--- config.mk ---
export PLATFORM = sky130hd
export DESIGN_NAME = sync_fifo_prog
export DESIGN_NICKNAME = d
export VERILOG_FILES = /design/src/rtl/fifo_pkg.sv /design/src/rtl/fifo_sdp_ram.sv /design/src/rtl/sync_fifo_prog.sv
export SDC_FILE = /design/constraint.sdc
export NUM_CORES = 1
export LEC_CHECK = 0
export ABC_AREA = 1
export CORE_ASPECT_RATIO = 0.5
export CORE_UTILIZATION = 50
export DETAILED_ROUTE_END_ITERATION = 12
export PLACE_DENSITY_LB_ADDON = 0.15
export SYNTH_ARGS = -nofsm -noshare
export SYNTH_HDL_FRONTEND = slang
export SYNTH_HIERARCHICAL = 1
export SYNTH_SLANG_ARGS = --single-unit
--- constraint.sdc ---
create_clock -name CLK -period 5.6 [get_ports CLK]
set_input_delay 1.12 -clock CLK [delete_from_list [all_inputs] [get_ports CLK]]
set_output_delay 1.12 -clock CLK [all_outputs]
set_load 0.01 [all_outputs]
--- src/rtl/fifo_pkg.sv ---
// Shared FIFO definitions: default geometries and the wrap-at-DEPTH pointer increment.
// No ports (package).
package fifo_pkg;

  // Widest pointer needed for the largest supported depth (1024 entries).
  localparam int unsigned FIFO_PTR_MAX_W = 10;

  // Default geometries of the acknowledge and data FIFOs.
  localparam int unsigned ACK_FIFO_WIDTH  = 64;
  localparam int unsigned ACK_FIFO_DEPTH  = 16;
  localparam int unsigned DATA_FIFO_WIDTH = 16;
  localparam int unsigned DATA_FIFO_DEPTH = 64;

  typedef logic [FIFO_PTR_MAX_W-1:0] fifo_ptr_t;

  // Advance a pointer by one.
  // It wraps from depth-1 to 0 by explicit compare, so depth need not be a power of two.
  function automatic fifo_ptr_t fifo_ptr_next(input fifo_ptr_t ptr, input int unsigned depth);
    fifo_ptr_t nxt;
    if (32'(ptr) == depth - 32'd1) begin
      nxt = '0;
    end else begin
      nxt = ptr + fifo_ptr_t'(1);
    end
    return nxt;
  endfunction

endpackage

--- src/rtl/fifo_sdp_ram.sv ---
// Simple dual-port storage array: registered write, asynchronous read.
// Kept separate so a vendor RAM macro can replace it.
// Ports:
//   i_clk   - write clock
//   i_we    - write enable
//   i_waddr - write address
//   i_wdata - write data
//   i_raddr - read address
//   o_rdata - read data (combinational from i_raddr)
module fifo_sdp_ram #(
  parameter int unsigned WIDTH = 16,
  parameter int unsigned DEPTH = 64,
  parameter int unsigned AW    = $clog2(DEPTH)
) (
  input  logic             i_clk,
  input  logic             i_we,
  input  logic [AW-1:0]    i_waddr,
  input  logic [WIDTH-1:0] i_wdata,
  input  logic [AW-1:0]    i_raddr,
  output logic [WIDTH-1:0] o_rdata
);

  logic [WIDTH-1:0] r_mem [DEPTH];

  // Write port; contents are deliberately not reset.
  always_ff @(posedge i_clk) begin
    if (i_we) begin
      r_mem[i_waddr] <= i_wdata;
    end
  end

  assign o_rdata = r_mem[i_raddr];

endmodule

--- src/rtl/sync_fifo_prog.sv ---
// Single-clock parametrised FIFO with programmable almost-full/almost-empty thresholds,
// occupancy count, optional first-word-fall-through, handshake strobes and synchronous flush.
// Ports:
//   CLK       - clock, rising edge
//   RESET     - synchronous reset, active-high
//   FLUSH     - synchronous clear of contents (Q holds its value)
//   WE / RE   - write / read requests
//   DATA      - write data
//   AFVAL     - almost-full threshold (AFULL = COUNT >= AFVAL)
//   AEVAL     - almost-empty threshold (AEMPTY = COUNT <= AEVAL)
//   Q         - read data (registered, or head word when FWFT=1)
//   FULL, EMPTY, AFULL, AEMPTY - registered status flags
//   COUNT     - current occupancy
//   WACK      - accepted-write strobe
//   DVLD      - read-data-valid (pulse; level ~EMPTY when FWFT=1)
//   OVERFLOW  - rejected-write strobe
//   UNDERFLOW - rejected-read strobe
module sync_fifo_prog
  import fifo_pkg::*;
#(
  parameter int unsigned WIDTH = DATA_FIFO_WIDTH,
  parameter int unsigned DEPTH = DATA_FIFO_DEPTH,
  parameter int unsigned FWFT  = 0,
  parameter int unsigned CW    = $clog2(DEPTH + 1)
) (
  input  logic             CLK,
  input  logic             RESET,
  input  logic             FLUSH,
  input  logic             WE,
  input  logic             RE,
  input  logic [WIDTH-1:0] DATA,
  input  logic [CW-1:0]    AFVAL,
  input  logic [CW-1:0]    AEVAL,
  output logic [WIDTH-1:0] Q,
  output logic             FULL,
  output logic             EMPTY,
  output logic             AFULL,
  output logic             AEMPTY,
  output logic [CW-1:0]    COUNT,
  output logic             WACK,
  output logic             DVLD,
  output logic             OVERFLOW,
  output logic             UNDERFLOW
);

  localparam int unsigned AW = $clog2(DEPTH);

  logic [AW-1:0]    r_wptr;
  logic [AW-1:0]    r_rptr;
  logic [CW-1:0]    r_count;
  logic             r_full;
  logic             r_empty;
  logic             r_afull;
  logic             r_aempty;
  logic             r_wack;
  logic             r_dvld;
  logic             r_ovf;
  logic             r_unf;
  logic [WIDTH-1:0] r_q;

  logic             w_rd_ok;
  logic             w_wr_ok;
  logic             w_mem_we;
  logic [CW-1:0]    w_count_nxt;
  logic [WIDTH-1:0] w_rdata;

  // Acceptance: a full FIFO takes a write only when a read frees a slot in the same cycle.
  assign w_rd_ok  = RE & ~r_empty;
  assign w_wr_ok  = WE & (~r_full | w_rd_ok);
  assign w_mem_we = w_wr_ok & ~FLUSH & ~RESET;

  // Next occupancy; simultaneous accepted read and write cancel out.
  always_comb begin
    w_count_nxt = r_count;
    if (w_wr_ok && !w_rd_ok) begin
      w_count_nxt = r_count + CW'(1);
    end else if (!w_wr_ok && w_rd_ok) begin
      w_count_nxt = r_count - CW'(1);
    end
  end

  fifo_sdp_ram #(
    .WIDTH (WIDTH),
    .DEPTH (DEPTH),
    .AW    (AW)
  ) u_ram (
    .i_clk   (CLK),
    .i_we    (w_mem_we),
    .i_waddr (r_wptr),
    .i_wdata (DATA),
    .i_raddr (r_rptr),
    .o_rdata (w_rdata)
  );

  // Control state.
  // Flags are derived from next-count so they line up with the updated COUNT.
  always_ff @(posedge CLK) begin
    if (RESET || FLUSH) begin
      r_wptr   <= '0;
      r_rptr   <= '0;
      r_count  <= '0;
      r_full   <= 1'b0;
      r_empty  <= 1'b1;
      r_afull  <= 1'b0;
      r_aempty <= 1'b1;
      r_wack   <= 1'b0;
      r_dvld   <= 1'b0;
      r_ovf    <= 1'b0;
      r_unf    <= 1'b0;
      // Flush keeps the last read word; only reset clears it.
      if (RESET) begin
        r_q <= '0;
      end
    end else begin
      if (w_wr_ok) begin
        r_wptr <= AW'(fifo_ptr_next(fifo_ptr_t'(r_wptr), DEPTH));
      end
      if (w_rd_ok) begin
        r_rptr <= AW'(fifo_ptr_next(fifo_ptr_t'(r_rptr), DEPTH));
        r_q    <= w_rdata;
      end
      r_count  <= w_count_nxt;
      r_full   <= (w_count_nxt == CW'(DEPTH));
      r_empty  <= (w_count_nxt == '0);
      r_afull  <= (w_count_nxt >= AFVAL);
      r_aempty <= (w_count_nxt <= AEVAL);
      r_wack   <= w_wr_ok;
      r_dvld   <= w_rd_ok;
      r_ovf    <= WE & ~w_wr_ok;
      r_unf    <= RE & ~w_rd_ok;
    end
  end

  // Read-side presentation: head word straight from the array in FWFT mode.
  generate
    if (FWFT != 0) begin : g_fwft
      assign Q    = w_rdata;
      assign DVLD = ~r_empty;
    end else begin : g_std
      assign Q    = r_q;
      assign DVLD = r_dvld;
    end
  endgenerate

  assign FULL      = r_full;
  assign EMPTY     = r_empty;
  assign AFULL     = r_afull;
  assign AEMPTY    = r_aempty;
  assign COUNT     = r_count;
  assign WACK      = r_wack;
  assign OVERFLOW  = r_ovf;
  assign UNDERFLOW = r_unf;

endmodule

* Word-level counts from Yosys, hierarchy flattened *
Memories as Yosys holds them, arrays and structs flattened. A register that Yosys moved wholly into a read port is not among the register bits.
Cells that the tools add are included.

cells by class
  $lt $le $gt $ge = 2
  mux-type cells = 11
  add/sub/neg operators = 4
  reduce and logical (&&, ||, !) cells = 8
  equal/unequal tests = 4
  bitwise logic cells = 13

operators with widths
  cell                                                                count
  16-bit two-way mux                                                  3
  6-bit two-way mux                                                   4
  7-bit two-way mux                                                   2
  6-bit by 1-bit adder with 6-bit output, second input constant       2
  6-bit == test, second input constant                                2
  7-bit by 1-bit adder with 7-bit output, second input constant       1
  7-bit == test, second input constant                                1
  7-bit greater-or-equal comparator                                   1
  7-bit <= comparator                                                 1
  7-bit zero test                                                     1
  7-bit by 1-bit subtractor with 7-bit output, second input constant  1
  1-bit bitwise AND                                                   6
  1-bit NOT                                                           6
  1-bit logical AND                                                   2
  1-bit zero test                                                     2
  1-bit two-way mux                                                   2
  2-bit inequality test, second input constant                        1
  2-bit AND reduction                                                 1
  2-bit nonzero test                                                  1
  1-bit logical OR                                                    1
  1-bit OR                                                            1

storage, ports and cells
  bits of input ports = 35
  word-level logic and storage cells = 55
  memories kept = 1
  bits in registers = 43
  RAM bits = 1024
  output and inout port bits = 31

memory list
  name         depth  bits a word  rd ports  clocked after Yosys merged registers in  write ports  RTL line            text
  u_ram.r_mem  64     16           1         1                                        1            fifo_sdp_ram.sv:23  logic [WIDTH-1:0] r_mem [DEPTH];

* Logic depth before layout (Yosys ltp) *
  word-level depth = 9
  mapped depth = 17
  depth with buffers taken out = 17

* Cells and area by module *
Netlist, hierarchy kept.

by module, submodules not included
  module          instances  cells an instance  area each (um2)  seq. area each (um2)
  fifo_sdp_ram    1          3501               41778.8          30749.5
  sync_fifo_prog  1          307                2334.7           1021.0

* Worst setup path after synthesis *
OpenSTA, ideal clock, no wires.

  path type = input to register
  from = in FLUSH
  to = mem u_ram.r_mem[48][0], enable pin
  stages = 7
  required time = 5.169 ns
  setup time = 0.431 ns
  buffers on the path = 2
  slack = 1.161 ns
  arrival = 4.009 ns
  cells stage by stage = nor2_1 inv_1 clkbuf_1 nor2_1 clkbuf_1 nand4_1 nor4_1

on the way
  cells in the longest elaborated chain, start to end = 5

RTL lines
  item                                     RTL line              text
  start: declaration                       sync_fifo_prog.sv:28  input logic FLUSH,
  1-bit NOT                                sync_fifo_prog.sv:70  assign w_mem_we = w_wr_ok & ~FLUSH & ~RESET;
  1-bit bitwise AND (2 in a row)           sync_fifo_prog.sv:70
  via w_mem_we                             sync_fifo_prog.sv:63  logic w_mem_we;
  1-bit two-way mux                        fifo_sdp_ram.sv:27    if (i_we) begin
  1-bit two-way mux (implied by the code)  fifo_sdp_ram.sv:28    r_mem[i_waddr] <= i_wdata;
  end: declaration                         fifo_sdp_ram.sv:23

The timed path passes the listed nets, and every way through them passes these cells.

* Worst setup path in the final report *
  from = in RE
  to = mem u_ram.r_mem[42][0], enable pin

on the way
  cells in the longest elaborated chain, start to end = 7

RTL lines
  item                                     RTL line              text
  start: declaration                       sync_fifo_prog.sv:30  input logic RE,
  1-bit bitwise AND                        sync_fifo_prog.sv:68  assign w_rd_ok = RE & ~r_empty;
  1-bit OR                                 sync_fifo_prog.sv:69  assign w_wr_ok = WE & (~r_full | w_rd_ok);
  1-bit bitwise AND                        sync_fifo_prog.sv:69
  1-bit bitwise AND (2 in a row)           sync_fifo_prog.sv:70
  via w_mem_we                             sync_fifo_prog.sv:63
  1-bit two-way mux                        fifo_sdp_ram.sv:27
  1-bit two-way mux (implied by the code)  fifo_sdp_ram.sv:28

The timed path passes the listed nets, and every way through them passes these cells.

==> summary.txt <==
Global route
  • Largest net degree at the start of global routing: 234
  • Vias in the first global route: 26,800
  • Congestion Overflow GR: 0
  • Initial antenna violation count: 3
  • GR Util All Layers: 26.0%
  • First-pass GRT wire length: 173,000 um

Final layout
  • ANT cells: 0
  • Layout Nets: 3,892
  • Most common cell after layout, fill and taps aside: nand2_1
  • Fill count: 7,305
  • Area delta synth->final: 10.1%
  • Most frequent cells in the layout: nand2_1 (1,352), edfxtp_1 (1,040), nand3_1 (890)
  • Layout cells sized above 1: 7.28%
  • Register Area: 31,800 sq um
  • Area of the multi-input gates: 10,700 sq um

STA
  • Final period utilization: 72.1%
  • Rel. slew slack: 13.4%
  • Final Max Tran Viols: 0
  • Final min period: 4.04 ns
  • Final Hold Fails: 0
  • Post-Route Skew: 0.0272 ns
  • Achievable Freq: 248 MHz
  • Final setup fails: 0
  • Worst Tran Pin Value: 1.29 ns
  • Unrepaired setup endpoints after global routing: no
  • Hold Slack: 0.476 ns
  • Final worst slack: 1.56 ns
  • TNS Setup: 0 ns

Clock network
  • CTS sink cnt: 1,067
  • Hold_buf cts: 0
  • Clk_lat worst skew: 0.69 ns
  • Number of buffers created by CTS: 93
  • PostCTS Resize Cnt: 0
  • Reg clk slew, reported paths: 0.07 ns
  • Longest Clk Path Bufs: 3
  • TritonCTS clock tree: done
  • Clock Tree Root: clkbuf_16
  • Postcts setup bufs: 0
  • Max H-tree Level: 3

Die
  • Die height: 212 um
  • Initial core utilization: 50.9%
  • Core region area: 86,700 sq um
  • Die area: 89,500 sq um
  • # IOs: 66
  • FP Rows: 76
  • Die W: 422 um

Routing
  • Antenna Violating Nets Remaining: 0
  • Via Count: 28,900
  • Initial DRT Pass Iterations: 8
  • Wirelength per Cell: 22.9 um
  • DRC violations left: 0
  • Drt initial violations: 3,888
  • Vias per cell: 5.69
  • Total Wirelength: 117,000 um

Synth
  • Yosys cell types: 37
  • Synthesized area per cell: 11.6 sq um
  • Synthesis Warnings: 6
  • Syn nets: 3,859
  • Mapped Cells: 3,808
  • Seq cells post-synth: 1,067
  • Top FF cell, synth: edfxtp_1
  • Mapped cell area: 44,100 sq um
  • Post-synth EDFFs: 1,040
  • Sequential share of the synthesized area: 72.0%
  • Asr flop ratio synth: 0%

Pwr
  • Static leakage: 17.5 nW
  • PwrDens: 326 nW/um^2
  • Final Power: 15.8 mW
  • Peak VDD IR: 203 uV

Placement
  • Port buffer count: 65
  • Post-DP HPWL: 67,100 um
  • Pre-CTS setup slack: 0.890 ns
  • GP Congestion: 0.873

Worst hold path
  • Min-Delay Path Class: reg -> reg

Critical path
  • Worst EP required: 5.96 ns
  • Endpoint class of the critical path: flip-flop
  • CP arrival: 4.40 ns
  • Crit Path Category: in -> reg
  • CP Launch Type: input port
  • Worst-path fanout max: 16

Flow run
  • Max capacitance violation total: 0

Outcome
  • Run status: completed
## sequential cells by signal (all words and copies together), names as in the netlist
name / cells
FULL: 1
AFULL: 1
DVLD: 1
UNDERFLOW: 1
Q: 16
AEMPTY: 1
r_rptr: 6
u_ram/r_mem: 1024
EMPTY: 1
COUNT: 7
OVERFLOW: 1
r_wptr: 6
WACK: 1
## logic make-up after synthesis
family / after synthesis / share of synthesized area (%)
xor gates and xnor gates: 4 / 0.0794
AOI/OAI and AO/OA: 20 / 0.269
and+or+nand+nor: 2397 / 23.2
buffers and inverters: 304 / 3.95
adders and majority gates: 16 / 0.454
DFF: 1067 / 72.0
## metrics by stage
step | cell area, sq um | std cells | util, %
final | 48600 | 5085 | 56.0
after floorplan | 44100 | 3808 | -
after global routing | 48600 | 5085 | 56.0
after detailed placement | 45600 | 4916 | 52.6
after CTS | 48600 | 5085 | 56.0
after global placement | 45600 | 4916 | 52.6
## report_power, final
| group | switching (mW) | internal, mW | total (mW) |
|---|---|---|---|
| Combinational | 0.453 | 0.141 | 0.594 |
| Sequential | 0.0186 | 8.77 | 8.79 |
| Clock | 2.89 | 3.54 | 6.44 |
## per-layer routing
metal | global-route usage (%) | routed length, um
met5 | 0 | 0
met4 | 8.31 | 3200
met3 | 4.45 | 10400
met2 | 38.0 | 50400
met1 | 39.8 | 52600
## final timing paths
kind                     startpoint                            to  slack (ns)  cells past startpoint
min                EMPTY$_SDFF_PP1_          UNDERFLOW$_SDFF_PP0_        0.48                      2
max reg2reg  r_rptr[0]$_SDFFE_PP0P_            Q[5]$_SDFFCE_PP0P_        2.12                     12
min reg2reg        EMPTY$_SDFF_PP1_          UNDERFLOW$_SDFF_PP0_        0.48                      2
max                              RE  u_ram/r_mem[42][0]$_DFFE_PP_        1.56                      8
## critical path, cell delays in order
cell and delay, ns:
clkdlybuf4s50_1 0.56, nand2_4 0.14, nand2_1 0.12, nand2_2 0.17, nor2_1 0.49, nand4_1 0.96
nor2_1 0.50, buf_4 0.32
## Yosys cell counts, types with 2 or more instances
master    instances  area, sq um
nand4_1          13         81.3
a21oi_1           7         35.0
dfxtp_1          27          541
buf_1            17         63.8
buf_4            19          143
o21bai_1          2         15.0
a211oi_1          2         15.0
inv_1            68          255
nor3b_1           2         15.0
buf_6            49          552
and3_1            2         12.5
o21ai_0           6         30.0
nand2_2           5         31.3
nand3_1         890         4450
nor3_1            7         35.0
nor2_1          109          409
nand3b_1          2         15.0
nand2_1        1352         5070
xor2_1            3         26.3
inv_2             6         22.5
ha_1             16          200
buf_2           115          576
clkbuf_1         28          105
or2_2             2         12.5
nor4_1            8         50.1
edfxtp_1       1040        31200
## final cells by class
class	instances	share of cell area [%]
flip-flops and latches	1067	65.4
multi-input cells	2437	21.9
clock buffers	108	5.04
well taps	1170	3.01
repair buffers	167	2.88
clock inverters	61	1.09
inverters	75	0.634
Note: power is estimated with default switching activity, not from simulation.
